==> src/rtl/databus_pkg.sv <==
// Shared data-bus definitions for the timer_counter peripheral: FSM states,
// CTRL register layout, register offsets and mode encodings.
package databus;

  typedef enum logic [1:0] {
    ST_IDLE = 2'd0,
    ST_LOAD = 2'd1,
    ST_CNT  = 2'd2,
    ST_INT  = 2'd3
  } tc_state_e;

  typedef struct packed {
    logic       im;
    logic [1:0] mode;
    logic       en;
  } ctrl_t;

  localparam logic [1:0] OFS_CTRL   = 2'd0;
  localparam logic [1:0] OFS_PRESET = 2'd1;
  localparam logic [1:0] OFS_COUNT  = 2'd2;

  localparam logic [1:0] MODE_ONESHOT = 2'b00;
  localparam logic [1:0] MODE_AUTO    = 2'b01;

  // Only 01 selects auto-reload; both 1x encodings behave as one-shot.
  function automatic logic is_auto_reload(input logic [1:0] mode);
    return (mode == MODE_AUTO);
  endfunction

endpackage

==> src/rtl/timer_counter.sv <==
// Memory-mapped down-counter with one-shot / auto-reload modes and a
// maskable level interrupt toward CP0.
module timer_counter
  import databus::*;
(
  input  logic        clk,
  input  logic        reset,
  input  logic [1:0]  addr,
  input  logic        we,
  input  logic [3:0]  byteen,
  input  logic [31:0] wdata,
  output logic [31:0] rdata,
  output logic        irq
);

  tc_state_e   r_state;
  tc_state_e   w_state_nxt;
  ctrl_t       r_ctrl;
  logic [31:0] r_preset;
  logic [31:0] r_count;
  logic [31:0] w_count_nxt;
  logic        r_irq_flag;
  logic        w_flag_set;
  logic        w_flag_clr;
  logic        w_en_clr;
  logic        w_wr_full;
  logic        w_wr_ctrl;
  logic        w_wr_preset;

  assign w_wr_full   = we && (byteen == 4'b1111);
  assign w_wr_ctrl   = w_wr_full && (addr == OFS_CTRL);
  assign w_wr_preset = w_wr_full && (addr == OFS_PRESET);

  // Next state, next count and the FSM's requests on EN / irq_flag
  always_comb begin
    w_state_nxt = r_state;
    w_count_nxt = r_count;
    w_flag_set  = 1'b0;
    w_flag_clr  = 1'b0;
    w_en_clr    = 1'b0;
    case (r_state)
      ST_IDLE: begin
        if (r_ctrl.en) begin
          w_state_nxt = ST_LOAD;
        end else begin
          w_state_nxt = ST_IDLE;
        end
      end
      ST_LOAD: begin
        w_count_nxt = r_preset;
        w_state_nxt = ST_CNT;
      end
      ST_CNT: begin
        if (!r_ctrl.en) begin
          w_state_nxt = ST_IDLE;
        end else if (r_count > 32'd1) begin
          w_count_nxt = r_count - 32'd1;
        end else begin
          w_count_nxt = 32'd0;
          w_flag_set  = 1'b1;
          w_state_nxt = ST_INT;
        end
      end
      ST_INT: begin
        if (is_auto_reload(r_ctrl.mode)) begin
          w_flag_clr = 1'b1;
        end else begin
          w_en_clr = 1'b1;
        end
        w_state_nxt = ST_IDLE;
      end
      default: begin
        w_state_nxt = ST_IDLE;
      end
    endcase
  end

  // FSM state and COUNT register
  always_ff @(posedge clk or posedge reset) begin
    if (reset) begin
      r_state <= ST_IDLE;
      r_count <= 32'd0;
    end else begin
      r_state <= w_state_nxt;
      r_count <= w_count_nxt;
    end
  end

  // Bus-visible CTRL/PRESET and irq_flag; a CTRL write beats FSM updates
  always_ff @(posedge clk or posedge reset) begin
    if (reset) begin
      r_ctrl     <= '0;
      r_preset   <= 32'd0;
      r_irq_flag <= 1'b0;
    end else begin
      if (w_wr_ctrl) begin
        r_ctrl     <= ctrl_t'(wdata[3:0]);
        r_irq_flag <= 1'b0;
      end else begin
        if (w_en_clr) begin
          r_ctrl.en <= 1'b0;
        end
        if (w_flag_set) begin
          r_irq_flag <= 1'b1;
        end else if (w_flag_clr) begin
          r_irq_flag <= 1'b0;
        end
      end
      if (w_wr_preset) begin
        r_preset <= wdata;
      end
    end
  end

  // Side-effect-free read mux
  always_comb begin
    rdata = 32'd0;
    case (addr)
      OFS_CTRL:   rdata = {28'd0, r_ctrl};
      OFS_PRESET: rdata = r_preset;
      OFS_COUNT:  rdata = r_count;
      default:    rdata = 32'd0;
    endcase
  end

  assign irq = r_ctrl.im & r_irq_flag;

endmodule

==> config.mk <==
export PLATFORM = sky130hd
export DESIGN_NAME = timer_counter
export DESIGN_NICKNAME = d
export VERILOG_FILES = /design/src/rtl/databus_pkg.sv /design/src/rtl/timer_counter.sv
export SDC_FILE = /design/constraint.sdc
export NUM_CORES = 1
export LEC_CHECK = 0
export CAP_MARGIN = 25
export CORE_ASPECT_RATIO = 1.4
export CORE_MARGIN = 3
export CORE_UTILIZATION = 30
export CTS_BUF_LIST = sky130_fd_sc_hd__clkbuf_4
export DETAILED_ROUTE_END_ITERATION = 6
export REMOVE_ABC_BUFFERS = 1
export SLEW_MARGIN = 20
export SYNTH_ARGS = -nofsm -noshare
export SYNTH_HDL_FRONTEND = slang
export SYNTH_SLANG_ARGS = --single-unit
==> constraint.sdc <==
create_clock -name clk -period 3.3 [get_ports clk]
set_input_delay 0.99 -clock clk [delete_from_list [all_inputs] [get_ports clk]]
set_output_delay 0.99 -clock clk [all_outputs]
set_load 0.02 [all_outputs]
==> results_dict.tcl, run 1 <==
set metrics [dict create \
    cap_violations 0 \
    die_width_um 103 \
    yosysTopAreaCell "dfrtp_1" \
    drtAntennaViolNets 0 \
    peakVddDrop_uv 255 \
    grt_max_degree 39 \
    synthCells 401 \
    core_sq_um 12900 \
    async_flop_share 1.00 \
    drive_gt1_frac 0.238 \
    cp.arrival_ns 2.23 \
    rrSetupSlack_ns 0.44 \
    period_needed_ns 3.22 \
    die_height_um 142 \
    r2r-end "r_count[30]" \
    final_area_sq_um 5320 \
    hold_violations 0 \
    min_to "r_count[31]" \
    clk_path_buf_depth 2 \
    hold_class "flip-flop to flip-flop" \
    status "completed" \
    avgSynthCellArea_sq_um 9.89 \
    synth_ff_type "dfrtp_1" \
    placed_cell_area_sq_um 4980 \
    layout.nets 529 \
    num-fill-cells 1302 \
    worstSkewPairLatency_ns 0.45 \
    synth_warnings 0 \
    critPathKind "primary input to output port" \
    drt_iter0_drc 210 \
    worst_hold_slack_ns 0.527 \
    grt_use_total 0.181 \
    port_buffers 73 \
    hold-path-cell-count 2 \
    cts_tree "yes" \
    cts_hold_buf 0 \
    power_leakage_nw 2.29 \
    start_util 0.308 \
    grt_pass1_vias 3744 \
    rsz0062_at_grt "no" \
    wl_mm 12.6 \
    synthTopCellsByArea "dfrtp_1, mux2_2, a22o_1, nand3_1, nand2_1" \
    clock.fmax_mhz 310 \
    cts_root_buffer "clkbuf_4" \
    hpwl_mm 8.43 \
    clk_pin_slew_ns 0.11 \
    fin_crit_sh 0.977 \
    power.density_nw_per_um2 713 \
    via_count 3643 \
    syn-cell-area_sq_um 3970 \
    drc 0 \
    ys_types 46 \
    synth_edf_count 0 \
    tightest_slew_ns 0.781 \
    antenna_found_initial 1 \
    ff2ff_path_depth 7 \
    synth-seq-cells 71 \
    first_pass_iters 4 \
    maxSlewHeadroom 0.480 \
    io_pins 74 \
    setup_violations 0 \
    yosysSeqAreaShare 0.448 \
    synth_top_area_frac 0.448 \
    grt_overflow 0 \
    grt_pass1_wl_mm 20.3 \
    viasPerCell 5.65 \
    gp_congestion 0.860 \
    htreeDepth 3 \
    worst_setup_path_start_kind "primary input" \
    r2r_start "r_count[19]" \
    syn_to_final_growth_pct 34.2 \
    slew_viol_final 0 \
    numClockSinks 71 \
    required_ns 2.31 \
    avgRoutedWirePerCell_um 19.5 \
    hold_start "r_preset[31]" \
    numCtsBuffers 9 \
    end_kind "output port" \
    fin_skew_ns 0.0177 \
    path_max_fanout 14 \
    dieArea_sq_um 14700 \
    fp-row-count 49 \
]
-- cell families (layout without fill, tap and decap cells) --
family	Yosys count	count (layout)	synth area share
AO/OA/AOI/OAI	106	106	0.195
buffers and inverters	34	124	0.0378
multiplexers	39	39	0.109
other	0	1	0
flip-flops	71	71	0.448
adder cells (fa/ha/maj)	2	2	0.00631
AND/OR/NAND/NOR	149	149	0.204
-- routing by layer --
layer	vias up	global-route usage	routed length, um
met3	27	0.0392	568
li1	1702	-	-
met4	0	0.0744	337
met2	100	0.305	6530
met5	-	0	0
met1	1814	0.222	5160
-- critical path, stage by stage --
cell	delay, ns
dlygate4sd2_1	0.28
nor2b_4	0.24
buf_4	0.15
buf_12	0.14
a22o_1	0.16
clkdlybuf4s15_2	0.26
-- how the worst max path moves through the flow --
stage | startpoint | endpoint | slack (ns) | cells after the start
final | addr[1] | rdata[18] | 0.08 | 6
after global routing | addr[0] | rdata[0] | 0.02 | 7
after CTS | addr[1] | rdata[8] | 0.04 | 5
after detailed placement | addr[0] | rdata[16] | -0.46 | 5
after global placement | addr[0] | rdata[16] | -0.41 | 5
after floorplan | addr[0] | r_preset[0] | -0.77 | 3
-- sequential cells by signal, indices dropped and copies added (netlist names) --
signal      flops
r_count        32
r_ctrl          4
r_irq_flag      1
r_preset       32
r_state         2
-- synth_stat cells (3+ instances only) --
library cell	number
o211ai_1	6
a32oi_1	6
a31oi_1	5
or3_1	8
nor2_1	14
dfrtp_1	71
inv_1	10
and3_1	15
a22oi_1	3
clkbuf_1	21
nor2b_1	5
nand2b_1	3
nor4_1	7
buf_6	3
nand3_1	29
o311ai_0	6
o311ai_1	7
a21oi_1	22
nand4_1	3
o21ai_0	12
nand2_1	34
mux2i_1	4
a22o_1	28
nor3_1	11
o31ai_1	3
or4_1	5
mux2_2	35
-- repair_timing --
action                     4_1_cts  5_1_grt
gates cloned                     2        0
setup buffers                    2        1
gates resized for setup        103        1
setup endpoints to repair       32        5
-- cell type report --
class / count / area (sq um) / share of cell area
Clock inverter: 7 / 159 / 0.0299
Inverter: 10 / 37.5 / 0.00705
Sequential cell: 71 / 1780 / 0.334
Clock buffer: 9 / 67.6 / 0.0127
Antenna cell: 1 / 2.50 / 0.000470
Multi-Input combinational cell: 296 / 2060 / 0.387
Tap cell: 153 / 191 / 0.0360
Timing Repair Buffer: 98 / 1030 / 0.193
-- power by group --
group / internal [mW] / leakage [nW] / switching, mW
clock network: 0.532 / 0.118 / 0.330
registers: 1.10 / 0.933 / 0.300
logic: 0.659 / 1.24 / 0.874
total: 2.29 / 2.29 / 1.50
-- layout by cell type, fill, tap and decap left out, types with 3 or more instances in the layout --
master,n
a21oi_1,22
a22o_1,28
a22oi_1,3
a31oi_1,5
a32oi_1,6
and3_1,15
buf_12,4
buf_2,3
buf_4,19
bufinv_16,5
clkbuf_4,9
clkdlybuf4s15_2,27
clkdlybuf4s50_1,39
dfrtp_1,71
inv_1,9
mux2_2,35
mux2i_1,4
nand2_1,34
nand2b_1,3
nand3_1,29
nand4_1,3
nor2_1,14
nor3_1,11
nor4_1,7
o211ai_1,6
o21ai_0,12
o311ai_0,6
o311ai_1,7
o31ai_1,3
or3_1,8
or4_1,5
-- through the flow --
stage	setup TNS [ns]	std cells	util	total power, mW	setup WS, ns
3_3_place_gp	-12.04	623	0.387	2.91	-0.408
5_1_grt	0	645	0.413	4.06	0.0237
3_5_place_dp	-13.61	623	0.387	2.94	-0.461
4_1_cts	0	643	0.413	3.81	0.0421
2_1_floorplan	-31.32	377	-	2.29	-0.769
6_report	0	645	0.413	3.79	0.0775
(Power assumes the default switching activity.)
==> run 2, diff against run 1 <==
Settings changed: CTS_CLUSTER_DIAMETER from default to 50.
==> results of run 2 <==
No change in the layout: final DEF, timing and power equal those of run 1.
==> run 3, diff against run 2 <==
Settings changed: DONT_BUFFER_PORTS from default to 1.
==> run 3 against run 2 <==
Die area stayed put; critical path depth up 1; hold slack lost 0.019 ns; critical path type is now flip-flop to flip-flop; highest routed layer unchanged; global-route usage fell by 1.4 points.
==> results_dict.tcl, run 3 (synthesis gave the netlist of run 1 again) <==
set metrics [dict create \
    status "completed" \
    path_max_fanout 11 \
    utilization 0.336 \
    rsz0062_at_grt "no" \
    layout_commonest_cell "dfrtp_1" \
    cp_cell_sequence "nor4_1 > nand2_1 > nor4_4 > buf_4 > or2b_1 > buf_4 > o311ai_0" \
    slew_viol_final 0 \
    clk_pin_slew_ns 0.13 \
    drc 0 \
    cts_root_buffer "clkbuf_4" \
    num-fill-cells 1332 \
    syn_to_final_growth_pct 8.96 \
    mostFrequentLayoutCells "dfrtp_1, mux2_2, nand2_1, nand3_1, a22o_1" \
    io_pins 74 \
    numClockSinks 71 \
    die_width_um 103 \
    end_kind "flip-flop" \
    layout.nets 449 \
    grt_overflow 0 \
    cp.arrival_ns 3.15 \
    reg_top3 "r_count: 32 flops, r_preset: 32 flops, r_ctrl: 4 flops" \
    placed_cell_area_sq_um 4200 \
    fin_tns_setup_ns 0 \
    avgRoutedWirePerCell_um 21.3 \
    gp_congestion 0.852 \
    hold_class "primary input to asynchronous set/reset pin" \
    finalPower_mw 3.30 \
    ctsResizeCount 0 \
    grt_use_total 0.167 \
    drt_iter0_drc 260 \
    core_sq_um 12900 \
    numCtsBuffers 9 \
    port_buffers 0 \
    worst_path_max_delay_cell "nor4_1" \
    hold_violations 0 \
    regArea_sq_um 1780 \
    crit_top_cell "buf_4" \
    drtAntennaViolNets 0 \
    die_height_um 142 \
    setup_violations 0 \
    first_pass_iters 5 \
    grt_pass1_vias 3323 \
    drive_gt1_frac 0.191 \
    clk_path_buf_depth 2 \
    wl_mm 12.0 \
    grt_max_degree 33 \
    critPathKind "flip-flop to flip-flop" \
    via_count 3359 \
    dieArea_sq_um 14700 \
    cts_tree "yes" \
    power.density_nw_per_um2 762 \
    required_ns 3.62 \
    htreeDepth 3 \
    power_leakage_nw 1.87 \
    fp-row-count 49 \
    grt_pass1_wl_mm 18.8 \
    final_area_sq_um 4320 \
    hpwl_mm 8.54 \
    viasPerCell 5.97 \
    cp.buffers_inverters 2 \
    postCtsSetupRepairBufs 0 \
    cap_violations 0 \
    worstSkewPairLatency_ns 0.44 \
    start_util 0.308 \
    fin_skew_ns 0.0222 \
    crit_family "simple AND/OR/NAND/NOR gates" \
    antenna_found_initial 1 \
    cp_slowest_stage_delay_ns 0.60 \
    fin_crit_sh 0.857 \
    worst_setup_path_start_kind "flip-flop" \
    maxSlewHeadroom 0.469 \
    period_needed_ns 2.83 \
    cts_hold_buf 0 \
    tightest_slew_ns 0.797 \
    peakVddDrop_uv 294 \
    clock.fmax_mhz 353 \
    multi_input_area_sq_um 2050 \
]
-- run 3: cell types whose count changed in the layout (fill, tap and decap cells not counted), sizes merged --
cell	previous run	this run
clkinvlp	0	1
clkinv	2	3
dlygate4sd2	2	0
clkdlybuf4s15	29	0
bufbuf	1	0
bufinv	5	1
clkdlybuf4s50	39	0
buf	27	18
-- run 3: layout make-up --
cell class,count,share of cell area
inverters,10,0.00868
repair buffers,18,0.0342
diodes,1,0.000579
flip-flops and latches,71,0.411
multi-input cells,296,0.474
clock inverters,5,0.0119
clock buffers,9,0.0156
well taps,153,0.0443
-- run 3: path summary, 6_finish.rpt --
kind | slack [ns] | endpoint | start | depth (start not counted)
worst max-delay path | 0.47 | r_count[18] | r_count[8] | 7
worst min-delay path | 0.51 | r_preset[11] | reset | 1
worst max register to register | 0.47 | r_count[18] | r_count[8] | 7
worst min register to register | 0.52 | r_count[24] | r_preset[24] | 1
max in group asynchronous | 2.11 | r_preset[29] | reset | 2
min in group clk | 0.52 | r_count[24] | r_preset[24] | 1
-- run 3: where the power goes --
| part | internal (mW) | leakage (nW) | switching [mW] | total [mW] |
|---|---|---|---|---|
| Sequential | 1.10 | 0.933 | 0.321 | 1.42 |
| Combinational | 0.519 | 0.870 | 0.823 | 1.34 |
| Clock | 0.218 | 0.0651 | 0.316 | 0.533 |
-- run 3: metrics by stage --
stage / hold WS [ns] / std cells / worst slack, ns
floorplan: 0.466 / 377 / -0.769
global placement: 0.495 / 548 / 0.416
detailed placement: 0.490 / 548 / 0.472
CTS: 0.516 / 562 / 0.460
global route: 0.523 / 563 / 0.222
finish: 0.508 / 563 / 0.471
-- run 3: routing by layer --
| metal | GRT usage | vias to the layer above | wire (um) |
|---|---|---|---|
| met1 | 0.211 | 1702 | 4870 |
| li1 | - | 1549 | - |
| met5 | 0 | - | 0 |
| met3 | 0.0319 | 16 | 640 |
| met4 | 0.0593 | 0 | 199 |
| met2 | 0.282 | 92 | 6290 |
